<file path="src/rtl/pipe_ctrl_pkg.sv">
// pipe_ctrl_pkg: shared pipeline-control types and decode constants
package pipe_ctrl_pkg;
  typedef enum logic [1:0] {IDLE, WAIT, ERR} mem_state_t;
  localparam logic [1:0] RESULT_SRC_LOAD = 2'b01;
endpackage

</file>
<file path="src/rtl/hazard_detect.sv">
// hazard_detect: combinational load-use comparator between EX destination and ID sources
module hazard_detect
  import pipe_ctrl_pkg::*;
(
  input  logic [1:0] result_src_i,
  input  logic [4:0] rd_i,
  input  logic [4:0] rs1_i,
  input  logic [4:0] rs2_i,
  output logic       load_use_o
);
  assign load_use_o = result_src_i == RESULT_SRC_LOAD && rd_i != 5'd0 && (rd_i == rs1_i || rd_i == rs2_i);
endmodule

</file>
<file path="src/rtl/pipeline_hazard_ctrl.sv">
// pipeline_hazard_ctrl: stall/flush sequencer with memory-wait FSM, timeout flag and stall counter
module pipeline_hazard_ctrl
  import pipe_ctrl_pkg::*;
#(
  parameter int TIMEOUT_CYCLES = 255,
  parameter int CNT_W = 16
) (
  input  logic             clk,
  input  logic             rst,
  input  logic             MemReqM,
  input  logic             MemReadyM,
  output logic             MemReqValid,
  input  logic [1:0]       ResultSrcE,
  input  logic [4:0]       rdE,
  input  logic [4:0]       rs1D,
  input  logic [4:0]       rs2D,
  input  logic             PCSrcE,
  output logic             StallF,
  output logic             StallD,
  output logic             StallE,
  output logic             StallM,
  output logic             FlushD,
  output logic             FlushE,
  output logic             FlushW,
  output logic             MemTimeout,
  output logic [CNT_W-1:0] StallCycles
);
  localparam logic [15:0] LAST = 16'(TIMEOUT_CYCLES - 1);
  mem_state_t state_q, state_d;
  logic [15:0] tcnt_q, tcnt_d;
  logic timeout_q;
  logic [CNT_W-1:0] stall_cnt_q;
  logic load_use, freeze, lu, br, hang;
  hazard_detect u_hazard (
    .result_src_i(ResultSrcE),
    .rd_i        (rdE),
    .rs1_i       (rs1D),
    .rs2_i       (rs2D),
    .load_use_o  (load_use)
  );
  // A miss seen in IDLE freezes immediately so the MEM instruction is never lost
  always_comb begin
    freeze      = state_q != IDLE || (MemReqM && !MemReadyM);
    br          = !freeze && PCSrcE;
    lu          = !freeze && load_use && !PCSrcE;
    hang        = state_q == WAIT && !MemReadyM && tcnt_q == LAST;
    state_d     = state_q == IDLE ? (MemReqM && !MemReadyM ? WAIT : IDLE)
                : state_q == WAIT ? (MemReadyM ? IDLE : hang ? ERR : WAIT) : ERR;
    tcnt_d      = state_q == WAIT ? tcnt_q + 16'd1 : 16'd0;
    MemReqValid = !rst && (state_q == IDLE ? MemReqM : state_q == WAIT);
    StallF      = !rst && (freeze || lu);
    StallD      = !rst && (freeze || lu);
    StallE      = !rst && freeze;
    StallM      = !rst && freeze;
    FlushD      = !rst && br;
    FlushE      = !rst && (br || lu);
    FlushW      = !rst && freeze;
  end
  // State, timeout counter, sticky flag and saturating stall counter
  always_ff @(posedge clk) begin
    if (rst) begin
      state_q     <= IDLE;
      tcnt_q      <= '0;
      timeout_q   <= 1'b0;
      stall_cnt_q <= '0;
    end else begin
      state_q     <= state_d;
      tcnt_q      <= tcnt_d;
      timeout_q   <= timeout_q || hang;
      stall_cnt_q <= StallF && !(&stall_cnt_q) ? stall_cnt_q + 1'b1 : stall_cnt_q;
    end
  end
  assign MemTimeout  = timeout_q;
  assign StallCycles = stall_cnt_q;
endmodule

</file>
<file path="config.mk">
export PLATFORM = sky130hd
export DESIGN_NAME = pipeline_hazard_ctrl
export DESIGN_NICKNAME = d
export VERILOG_FILES = /design/src/rtl/pipe_ctrl_pkg.sv /design/src/rtl/hazard_detect.sv /design/src/rtl/pipeline_hazard_ctrl.sv
export SDC_FILE = /design/constraint.sdc
export NUM_CORES = 1
export LEC_CHECK = 0
export CAP_MARGIN = 0
export CORE_MARGIN = 2
export CORE_UTILIZATION = 40
export DETAILED_ROUTE_END_ITERATION = 7
export PLACE_DENSITY = 0.67
export SYNTH_ARGS = -nofsm -noshare
export SYNTH_HDL_FRONTEND = slang
export SYNTH_HIERARCHICAL = 1
export SYNTH_SLANG_ARGS = --single-unit
export TNS_END_PERCENT = 20
</file>
<file path="constraint.sdc">
create_clock -name clk -period 4.2 [get_ports clk]
set_input_delay 1.26 -clock clk [delete_from_list [all_inputs] [get_ports clk]]
set_output_delay 1.26 -clock clk [all_outputs]
set_load 0.02 [all_outputs]
</file>
==> results.toml, run 1 <==
[sta]
slew_headroom = 0.539
setup_violations = 0
tns_ps = 0
hold-worst-slack_ps = 458
fin_crit_ps = 4100
skew_ps = 7.60
tightest_slew_ps = 685
fmaxAchievable_mhz = 244
fin_crit_sh = 0.975
rsz0062_at_grt = "yes"
slew_violations = 0
finalHoldViolations = 0

[yosys]
synth_area_leaders = "dfxtp_1, xor2_1, nand2_1"
syn_avg_cell_area_um2 = 8.68
synth_common_cells = "dfxtp_1, nand2_1, nor2_1, nand3_1, xor2_1"
synthesis.nets = 243
yosysTopAreaCellShare = 0.370
syn-cell-area_mm2 = 0.00189
synthArstFlopShare = 0
synth_most_common_cell = "dfxtp_1"
synth_cell_type_count = 52
ys_ff_latch = 35
yosys_warnings = 6
yosysTopAreaCell = "dfxtp_1"
synth_flop_cell = "dfxtp_1"
synth_edf_count = 0
syn_inst = 218
ys_seq_area_frac = 0.370

[pwr]
clockPowerShare = 0.390
ir_drop_mv = 0.230
intPower_uw = 530
power_uw = 695
p_seq_frac = 0.489
powerDensity_mw_per_mm2 = 273
switching_share = 0.237
combPwrFrac = 0.121
p_switching_uw = 165
leakage_uw = 0.000877

[place]
dp.cells = 317
portBuffers = 46
dpl_cell_area_mm2 = 0.00241
gp_congestion = 0.765
dpl.hpwl_um = 3370

[hold_path]
worstHoldPathCells = 1
holdCritStartpoint = "tcnt_q[0]$_SDFF_PP0_"
min_path_type = "reg -> reg"
hold_end = "tcnt_q[0]$_SDFF_PP0_"

[drt]
vias = 1813
vias_per_cell = 5.58
routed_wl_um = 4470
routedWlPerCell_um = 13.8
ant_nets = 0
drt_iter0_markers = 104
route.detailed.drc = 0
dr.pass1.iters = 4

[setup_path]
r2r_start = "StallCycles[13]$_SDFFE_PP0P_"
arrival_ps = 2840
reg2reg_to = "StallCycles[1]$_SDFFE_PP0P_"
r2r_slack_ps = 2340
r2r_cells = 4
end_kind = "output pin"
worst-setup-path-type = "in -> out"
crit_path_start = "rs1D[2]"
critPathLaunchType = "input port"
crit_fanout = 3
cp.required_ps = 2940

[global_route]
grt_overflow = 0
grt.total_usage = 0.187
antenna_found_initial = 0
grt_pass1_wl_um = 7890
grt_max_degree = 17
grt_pass1_vias = 1767

[clock_network]
cts_tree = "yes"
cts.sinks = 35
clk_latency_ps = 290
cts-root-buf = "clkbuf_8"
cts_buffer_depth = 2
htreeDepth = 2
path_clk_slew_ps = 70
cts_buffers = 5

[floorplan]
std_cell_rows = 25
die_area_mm2 = 0.00530
die_w_um = 72.8
core_mm2 = 0.00463
io_pins = 47
die_h_um = 72.8
initial_utilization = 0.409

[layout]
fin_nets = 295
finalNonFillerCells = 325
fin_area_mm2 = 0.00254
antenna_cells = 0
area_growth_pct = 34.5
layout-drive-gt1-share = 0.114

[status]
status = "finished, final reports clean"

[flow_run]
cap_violations = 0
==> logic make-up after synthesis <==
group,after synthesis,synth area share
AO/OA/AOI/OAI,45,0.173
XOR/XNOR,18,0.0833
adder cells (fa/ha/maj),3,0.0198
buffers and inverters,13,0.0443
flip-flops,35,0.370
multiplexers,5,0.0284
AND/OR/NAND/NOR,99,0.281
==> routing by layer <==
layer,global-route usage,vias up,share of wire
met5,0,-,0
met4,0.0473,0,0.0069
met3,0.0552,4,0.041
met2,0.316,40,0.49
met1,0.232,851,0.47
li1,-,918,-
==> critical path, cell delays in order <==
cell             delay [ps]
clkdlybuf4s50_1         420
xor2_1                  150
nor3_1                  210
nand3_1                 130
a21oi_2                 160
nand2b_1                120
a31oi_4                 240
buf_6                   150
==> placed cells by master, fill, tap and decap left out, types with 5 or more instances in the layout <==
cell type	n
a211oi_1	5
a21oi_1	9
buf_4	7
clkbuf_8	7
clkdlybuf4s50_1	38
dfxtp_1	35
dlymetal6s2s_1	5
inv_1	5
nand2_1	19
nand3_1	13
nand4_1	5
nor2_1	19
nor3_1	8
o21ai_0	5
xnor2_1	5
xor2_1	13
==> worst max path at each step <==
stage	slack [ps]	cells after the start	to
6_report	100	8	StallD
4_1_cts	7	7	FlushE
3_3_place_gp	-510	8	StallF
2_1_floorplan	80	7	StallF
3_5_place_dp	-520	8	StallD
5_1_grt	-10	8	StallD
==> layout make-up <==
class | instances | area (um2)
Multi-Input combinational cell | 170 | 1130
Timing Repair Buffer | 53 | 523
Tap cell | 54 | 67.6
Inverter | 5 | 18.8
Sequential cell | 35 | 701
Clock buffer | 8 | 100
Fill cell | 434 | 2090
==> state kept, by name, indices dropped and copies added, names as in the netlist <==
signal,cells
MemTimeout,1
StallCycles,16
state_q,2
tcnt_q,16
==> repair_timing <==
action / in CTS / in global routing
gates resized for setup: 16 / 12
buffers inserted: 0 / 0
pin swaps: 1 / 3
gates cloned: 0 / 0
setup endpoints to repair: 3 / 4
hold buffers: 0 / 0
==> metrics by stage <==
step,utilization,worst slack [ps]
floorplan,-,81.7
global placement,0.520,-513
detailed placement,0.520,-522
CTS,0.543,7.44
global route,0.549,-12.6
finish,0.549,103
==> power by group through the flow <==
stage,registers [uW],clock network [uW],logic (uW)
floorplan,349,0,36.2
global placement,347,0,81.8
detailed placement,348,0,82.4
CTS,340,277,82.5
global route,341,290,90.2
finish,340,271,83.9
Note: power is estimated with default switching activity, not from simulation.
==> inputs of run 2 (changes only) <==
--- a/config.mk
+++ b/config.mk
@@ -6,7 +6,6 @@
 export NUM_CORES = 1
 export LEC_CHECK = 0
 export CAP_MARGIN = 0
-export CORE_MARGIN = 2
 export CORE_UTILIZATION = 40
 export DETAILED_ROUTE_END_ITERATION = 7
 export PLACE_DENSITY = 0.67
==> results.toml, run 2 (synthesis gave the netlist of run 1 again) <==
[status]
violations = "DRC"
status = "complete, but fails checks"

[sta]
slew_violations = 0
fmaxAchievable_mhz = 244
rsz0062_at_grt = "no"
finalHoldViolations = 0
tightest_slew_ps = 685
fin_crit_sh = 0.974
fin_crit_ps = 4090
slew_headroom = 0.539
setup_violations = 0
worst_slack_ps = 110
skew_ps = 6.35

[place]
portBuffers = 46
dpl_cell_area_mm2 = 0.00242
pre_cts_slack_ps = -475
dpl.hpwl_um = 3070
gp_congestion = 0.712

[floorplan]
die_h_um = 70.8
initial_utilization = 0.426
core_mm2 = 0.00444
std_cell_rows = 24
die_area_mm2 = 0.00501
die_w_um = 70.8
io_pins = 47

[setup_path]
critPathLaunchType = "input port"
cp.required_ps = 2940
worst-setup-path-type = "in -> out"
r2r_cells = 4
crit_fanout = 3
arrival_ps = 2830
end_kind = "output pin"

[layout]
fin_nets = 297
final_common_cell = "clkdlybuf4s50_1"
layout-drive-gt1-share = 0.114
area_growth_pct = 32.3
final_core_util = 0.563
seqCellArea_um2 = 701
antenna_cells = 0
nFillCells = 419
multi_input_area_mm2 = 0.00111
most-common-layout-cells = "clkdlybuf4s50_1, dfxtp_1, nor2_1, nand2_1"
fin_area_mm2 = 0.00250

[pwr]
switching_share = 0.249
ir_drop_mv = 0.188
p_seq_frac = 0.515
combPwrFrac = 0.121
leakage_uw = 0.000850
intPower_uw = 495
powerDensity_mw_per_mm2 = 263
p_switching_uw = 165
clockPowerShare = 0.363

[global_route]
grt_overflow = 0
grt_pass1_vias = 1628
grt_pass1_wl_um = 7230
antenna_found_initial = 0
grt_max_degree = 17
grt.total_usage = 0.181

[flow_run]
cap_violations = 0

[drt]
routedWlPerCell_um = 12.6
drt_iter0_markers = 92
dr.pass1.iters = 8
vias_per_cell = 5.44
vias = 1769
route.detailed.drc = 6
routed_wl_um = 4080
ant_nets = 0

[clock_network]
cts_tree = "yes"
cts_setup_buffers = 0
htreeDepth = 2
cts_hold_buf = 0
cts.sinks = 35
cts-root-buf = "clkbuf_8"
clk_latency_ps = 290
cts_buffer_depth = 2
cts_buffers = 5
path_clk_slew_ps = 70

[hold_path]
worstHoldPathCells = 1
min_path_type = "reg -> reg"
[run 2: power groups by stage]
stage	registers, uW	clock network, uW	logic [uW]
6_report	340	240	80.2
5_1_grt	340	262	88.7
4_1_cts	340	247	80.2
3_5_place_dp	348	0	82.6
3_3_place_gp	347	0	82.1
2_1_floorplan	349	0	36.2
[run 2: final cells by class]
cell class	count	share of cell area
Sequential cell	35	0.280
Multi-Input combinational cell	170	0.445
Timing Repair Buffer	55	0.207
Clock inverter	2	0.00500
Inverter	5	0.00750
Clock buffer	6	0.0290
Tap cell	52	0.0260
[run 2: repair_timing]
item	4_1_cts	5_1_grt
gates resized for setup	17	5
pin swaps	0	4
endpoints found under the setup margin	3	3
[run 2: layer usage]
layer	share of wire	vias to the layer above	GRT usage	wire length [um]
met2	0.44	40	0.292	1800
li1	-	922	-	-
met5	0	-	0	0
met3	0.048	7	0.0470	195
met4	0.017	0	0.0733	69
met1	0.49	800	0.231	2020
[run 2: stage by stage]
step,hold slack [ps],power [uW],setup TNS (ps),std cells
floorplan,425,386,0,218
global placement,442,430,-1230,317
detailed placement,451,430,-1330,317
CTS,468,667,0,325
global route,519,691,0,325
finish,466,660,0,325
[run 2: path summary, 6_finish.rpt]
kind                                                   start                           to  slack, ps
worst max-delay path                                  rdE[1]                       StallF        110
worst min-delay path                    tcnt_q[0]$_SDFF_PP0_         tcnt_q[0]$_SDFF_PP0_        470
worst max register to register  StallCycles[10]$_SDFFE_PP0P_  StallCycles[1]$_SDFFE_PP0P_       2310
worst min register to register          tcnt_q[0]$_SDFF_PP0_         tcnt_q[0]$_SDFF_PP0_        470
[run 2: worst max-delay path: stages]
cell	delay (ps)
clkdlybuf4s50_1	460
or4_1	440
o21ai_2	140
a21oi_2	50
nand2b_1	80
a31oi_1	80
buf_4	170
buf_4	150
==> edit 1, RTL diff (config.mk and constraints of run 1) <==
Change the parameter `CNT_W` from 16 to 14.
--- a/src/rtl/pipeline_hazard_ctrl.sv
+++ b/src/rtl/pipeline_hazard_ctrl.sv
@@ -3,7 +3,7 @@
   import pipe_ctrl_pkg::*;
 #(
   parameter int TIMEOUT_CYCLES = 255,
-  parameter int CNT_W = 16
+  parameter int CNT_W = 14
 ) (
   input  logic             clk,
   input  logic             rst,
Interface: changed (resized StallCycles); port bits go from 47 to 45. No check against the original RTL was run, so the function may have changed too.
==> edit 1 against run 1 <==
Final area shrank 0.25%; first-iteration DRC count fell by 42%; total power increased by 2.6%; routed wire length shrank 3.0%; final cell count down 2.2%; sequential cell count shrank 2; setup slack lost 0.019 ns; synthesized area shrank 1.1%; clock skew is 0.0037 ns lower.
==> edit 1: results (changes against run 1) <==
Yosys
  – Post-synthesis sequential area ratio: 35.3% (-1.7 points)
  – Syn nets: 240 (-1.2%)
  – Synth cell count leaders: dfxtp_1 (33), nor2_1 (23), nand3_1 (16), xor2_1 (16), a21oi_1 (10)
  – Distinct cells, synth: 46 (-12%)
  – Area contributors post-synth: dfxtp_1 (35%), xor2_1 (7.5%), nor2_1 (4.6%)
  – Synth Area per Inst: 8.70 um^2 (+0.26%)

Routing
  – Routed wl met3: 284 um (+54%)
  – Met2 WL: 1780 um (-18%)
  – Via density: 5.47 (-2.0%)
  – DRT met1 WL: 2170 um (+4.2%)
  – DRT Wirelength: 4340 um (-3.0%)
  – Top layer in use: met4
  – Mean routed wirelength per cell: 13.6 um (-0.86%)
  – Iter 0 DRT Violations: 60 (-42%)

Placement
  – Placed cells: 310 (-2.2%)
  – Buffers on Ports: 44 (-4.3%)
  – Area after DPL: 2390 um^2 (-0.57%)
  – Placer Congestion: 0.802 (+4.8%)
  – Hpwl dp: 3040 um (-9.7%)
  – Pre-CTS WS: -0.553 ns (-0.0314 ns)

Timing
  – Max_slew headroom: 63.3% (+9.4 points)
  – Skew final: 0.00394 ns (-0.00366 ns)

Cells and area
  – Share of cells above drive strength 1: 15.0% (+3.6 points)
  – Ant diodes: 0 (unchanged)
  – Final #Nets: 290 (-1.7%)
  – Fillers: 409 (-5.8%)

Global route
  – GR Util All Layers: 17.6% (-1.0 points)
  – Vias in the first global route: 1576 (-11%)
  – First-pass GRT wire length: 7270 um (-7.9%)
  – Largest net degree at the start of global routing: 25 (+8)

Pwr
  – VDD IR-drop max: 0.000159 V (-31%)
  – P_leak: 0.000978 uW (+12%)
  – P_sw: 173 uW (+4.5%)

Setup path
  – Crit path DAT: 2.86 ns (+0.02 ns)

Run status
  – Status: complete, no violations

Clock network
  – Inserted Clock Buffers: 5 (unchanged)

Die
  – Die Footprint: 5240 um^2 (-1.1%)
==> edit 1: worst paths after layout <==
check	from	endpoint	slack, ns	cells after the start
worst max-delay path	rdE[0]	StallD	0.08	8
worst min-delay path	tcnt_q[0]	tcnt_q[0]	0.47	1
worst max register to register	StallCycles[8]	StallCycles[0]	2.48	4
worst min register to register	tcnt_q[0]	tcnt_q[0]	0.47	1
==> edit 1: area by class of cell <==
cell class                 instances  area [um^2]  share of cell area, %
clock buffer                       5         68.8                   2.71
timing repair buffer              54          524                   20.7
tap                               52         65.1                   2.56
inverter                           4         15.0                  0.592
multi-input combinational        167         1160                   45.6
clock inverter                     3         46.3                   1.82
sequential                        33          661                   26.0
==> edit 1: repair_timing <==
| item | 4_1_cts | 5_1_grt |
|---|---|---|
| cloned | 0 | 0 |
| setup endpoints to repair | 4 | 5 |
| pin swaps | 4 | 7 |
| resized for setup | 30 | 7 |
==> edit 1: routing by layer <==
metal,vias to the layer above,GRT usage (%)
li1,878,-
met1,792,24.9
met2,62,25.4
met3,7,3.33
met4,0,9.47
met5,-,0
==> edit 1: worst max-delay path, cell delays in order <==
cell	delay [ns]
clkdlybuf4s15_1	0.23
or4_4	0.51
o21ai_2	0.17
a21oi_2	0.05
and2b_2	0.22
nor4_4	0.17
nor2_2	0.10
buf_6	0.14
==> edit 1: cell families after synthesis <==
logic type | count (synthesis) | share of synthesized area (%)
fa+ha+maj | 3 | 2.01
buf+inv | 15 | 3.88
compound gates | 30 | 11.3
flops | 33 | 35.3
mux | 5 | 3.08
xor+xnor | 21 | 9.83
simple gates | 108 | 34.6
==> edit 1: power groups by stage <==
stage	Clock, uW	Sequential (uW)	Combinational (uW)
final	306	319	87.5
after global routing	329	320	94.6
after CTS	314	319	88.1
after detailed placement	0	327	88.1
after global placement	0	326	87.6
after floorplan	0	328	39.6
==> edit 2, RTL diff (config.mk and constraints of run 1) <==
Without the edit above. Make the reset (`rst`) asynchronous in one clocked block.
--- a/src/rtl/pipeline_hazard_ctrl.sv
+++ b/src/rtl/pipeline_hazard_ctrl.sv
@@ -57,7 +57,7 @@
     FlushW      = !rst && freeze;
   end
   // State, timeout counter, sticky flag and saturating stall counter
-  always_ff @(posedge clk) begin
+  always_ff @(posedge clk or posedge rst) begin
     if (rst) begin
       state_q     <= IDLE;
       tcnt_q      <= '0;
Function: differs if rst is asserted again (counterexample within 4 cycles, from zero or initial values and one cycle with rst high); with rst held inactive, the same outputs for 10 cycles.
==> edit 2 against run 1 <==
Register-to-register slack got worse by 0.13 ns; final area rose by 2.7%; global-route usage fell by 1.3 points; die area rose by 3.6%; sequential cell count did not move; first-iteration DRC count fell by 24%; synthesized area rose by 3.8%; routed wire length rose by 1.1%; worst hold slack improved by 0.020 ns; setup slack got worse by 0.061 ns.
Power is not compared: it rests on default switching activity, and its combinational part moved more than twofold at a synthesized area within 25%.
==> edit 2: results (changes against run 1) <==
Routing
  – DRT met1 WL: 2170 um (+3.9%)
  – Routed wl met3: 350 um (+90%)
  – Met2 WL: 1960 um (-9.8%)
  – Mean routed wirelength per cell: 14.1 um (+2.4%)
  – Via density: 5.20 (-6.7%)
  – Top layer in use: met4
  – Iter 0 DRT Violations: 79 (-24%)

Timing
  – Skew final: 0.00764 ns (+0.0000392 ns)
  – Worst-margin pin slew: 0.718 ns (+0.0328 ns)

Run status
  – Status: complete, no violations

Yosys
  – Syn Inst Count: 202 (-7.3%)
  – Post-synthesis sequential area ratio: 44.6% (+7.6 points)
  – Ys async rst share: 100% (+100 points)
  – Synth cell count leaders: dfrtp_1 (35), nor2_1 (18), xor2_1 (14)
  – Distinct cells, synth: 41 (-21%)
  – Area contributors post-synth: dfrtp_1 (45%), xor2_1 (6.2%), xnor2_1 (5.8%)
  – Syn nets: 227 (-6.6%)

Setup path
  – Reg-to-reg critical path startpoint: StallCycles[1]
  – Worst Setup SP: rdE[1]
  – Crit path DAT: 2.90 ns (+0.06 ns)

Global route
  – GR Util All Layers: 17.3% (-1.3 points)
  – Largest net degree at the start of global routing: 36 (+19)
  – First-pass GRT wire length: 7250 um (-8.1%)

Placement
  – Placed cells: 314 (-0.95%)

Cells and area
  – Share of cells above drive strength 1: 13.0% (+1.6 points)
edit 2: changes by cell type in the layout (fill, tap and decap cells not counted), sizes merged, moves of 5 or more:
cell         delta
a211oi          -5
dfrtp          +35
dfxtp          -35
dlygate4sd2     +5
nand2           -6
nor4            +6
xnor2           +8
edit 2: final timing paths:
path | slack, ns | end | depth (start not counted)
worst max-delay path | 0.04 | FlushE | 6
worst min-delay path | 0.48 | MemTimeout | 1
worst max register to register | 2.21 | StallCycles[14] | 5
worst min register to register | 0.48 | MemTimeout | 1
max in group asynchronous | 2.37 | tcnt_q[6] | 3
min in group asynchronous | 1.52 | StallCycles[0] | 3
edit 2: repair_timing:
item,CTS,global route
resized for setup,17,7
endpoints found under the setup margin,3,2
pin swaps,2,5
edit 2: per-stage QoR:
stage	instance area (um^2)	setup WS (ns)	total power, uW
floorplan	1960	0.186	555
finish	2610	0.0429	916
CTS	2590	0.0133	922
global route	2610	0.0118	968
global placement	2510	-0.519	672
detailed placement	2510	-0.589	675
edit 2: layer usage:
metal / vias to the layer above / track usage (%)
met5: - / 0
met2: 57 / 26.3
li1: 826 / -
met1: 783 / 24.3
met3: 4 / 4.61
met4: 0 / 5.45
edit 2: cell families after synthesis:
logic type                 Yosys count  share of synthesized area, %
DFF                                 35                          44.6
buffers and inverters               12                          2.99
xor gates and xnor gates            27                          12.0
AOI/OAI and AO/OA                   26                          8.54
muxes                                5                          3.06
adders and majority gates            3                          1.91
and+or+nand+nor                     94                          26.8
edit 2: power by group through the flow:
stage,Combinational [uW],Sequential [uW],Clock [uW]
3_5_place_dp,243,432,0
5_1_grt,264,433,271
4_1_cts,243,426,253
6_report,242,426,247
3_3_place_gp,241,431,0
2_1_floorplan,107,449,0
edit 2: area by class of cell:
type | instances | share of cell area [%]
Multi-Input combinational cell | 155 | 39.5
Clock inverter | 1 | 0.192
Inverter | 5 | 0.814
Timing Repair Buffer | 52 | 19.6
Clock buffer | 6 | 3.16
Sequential cell | 35 | 33.5
Tap cell | 67 | 3.21
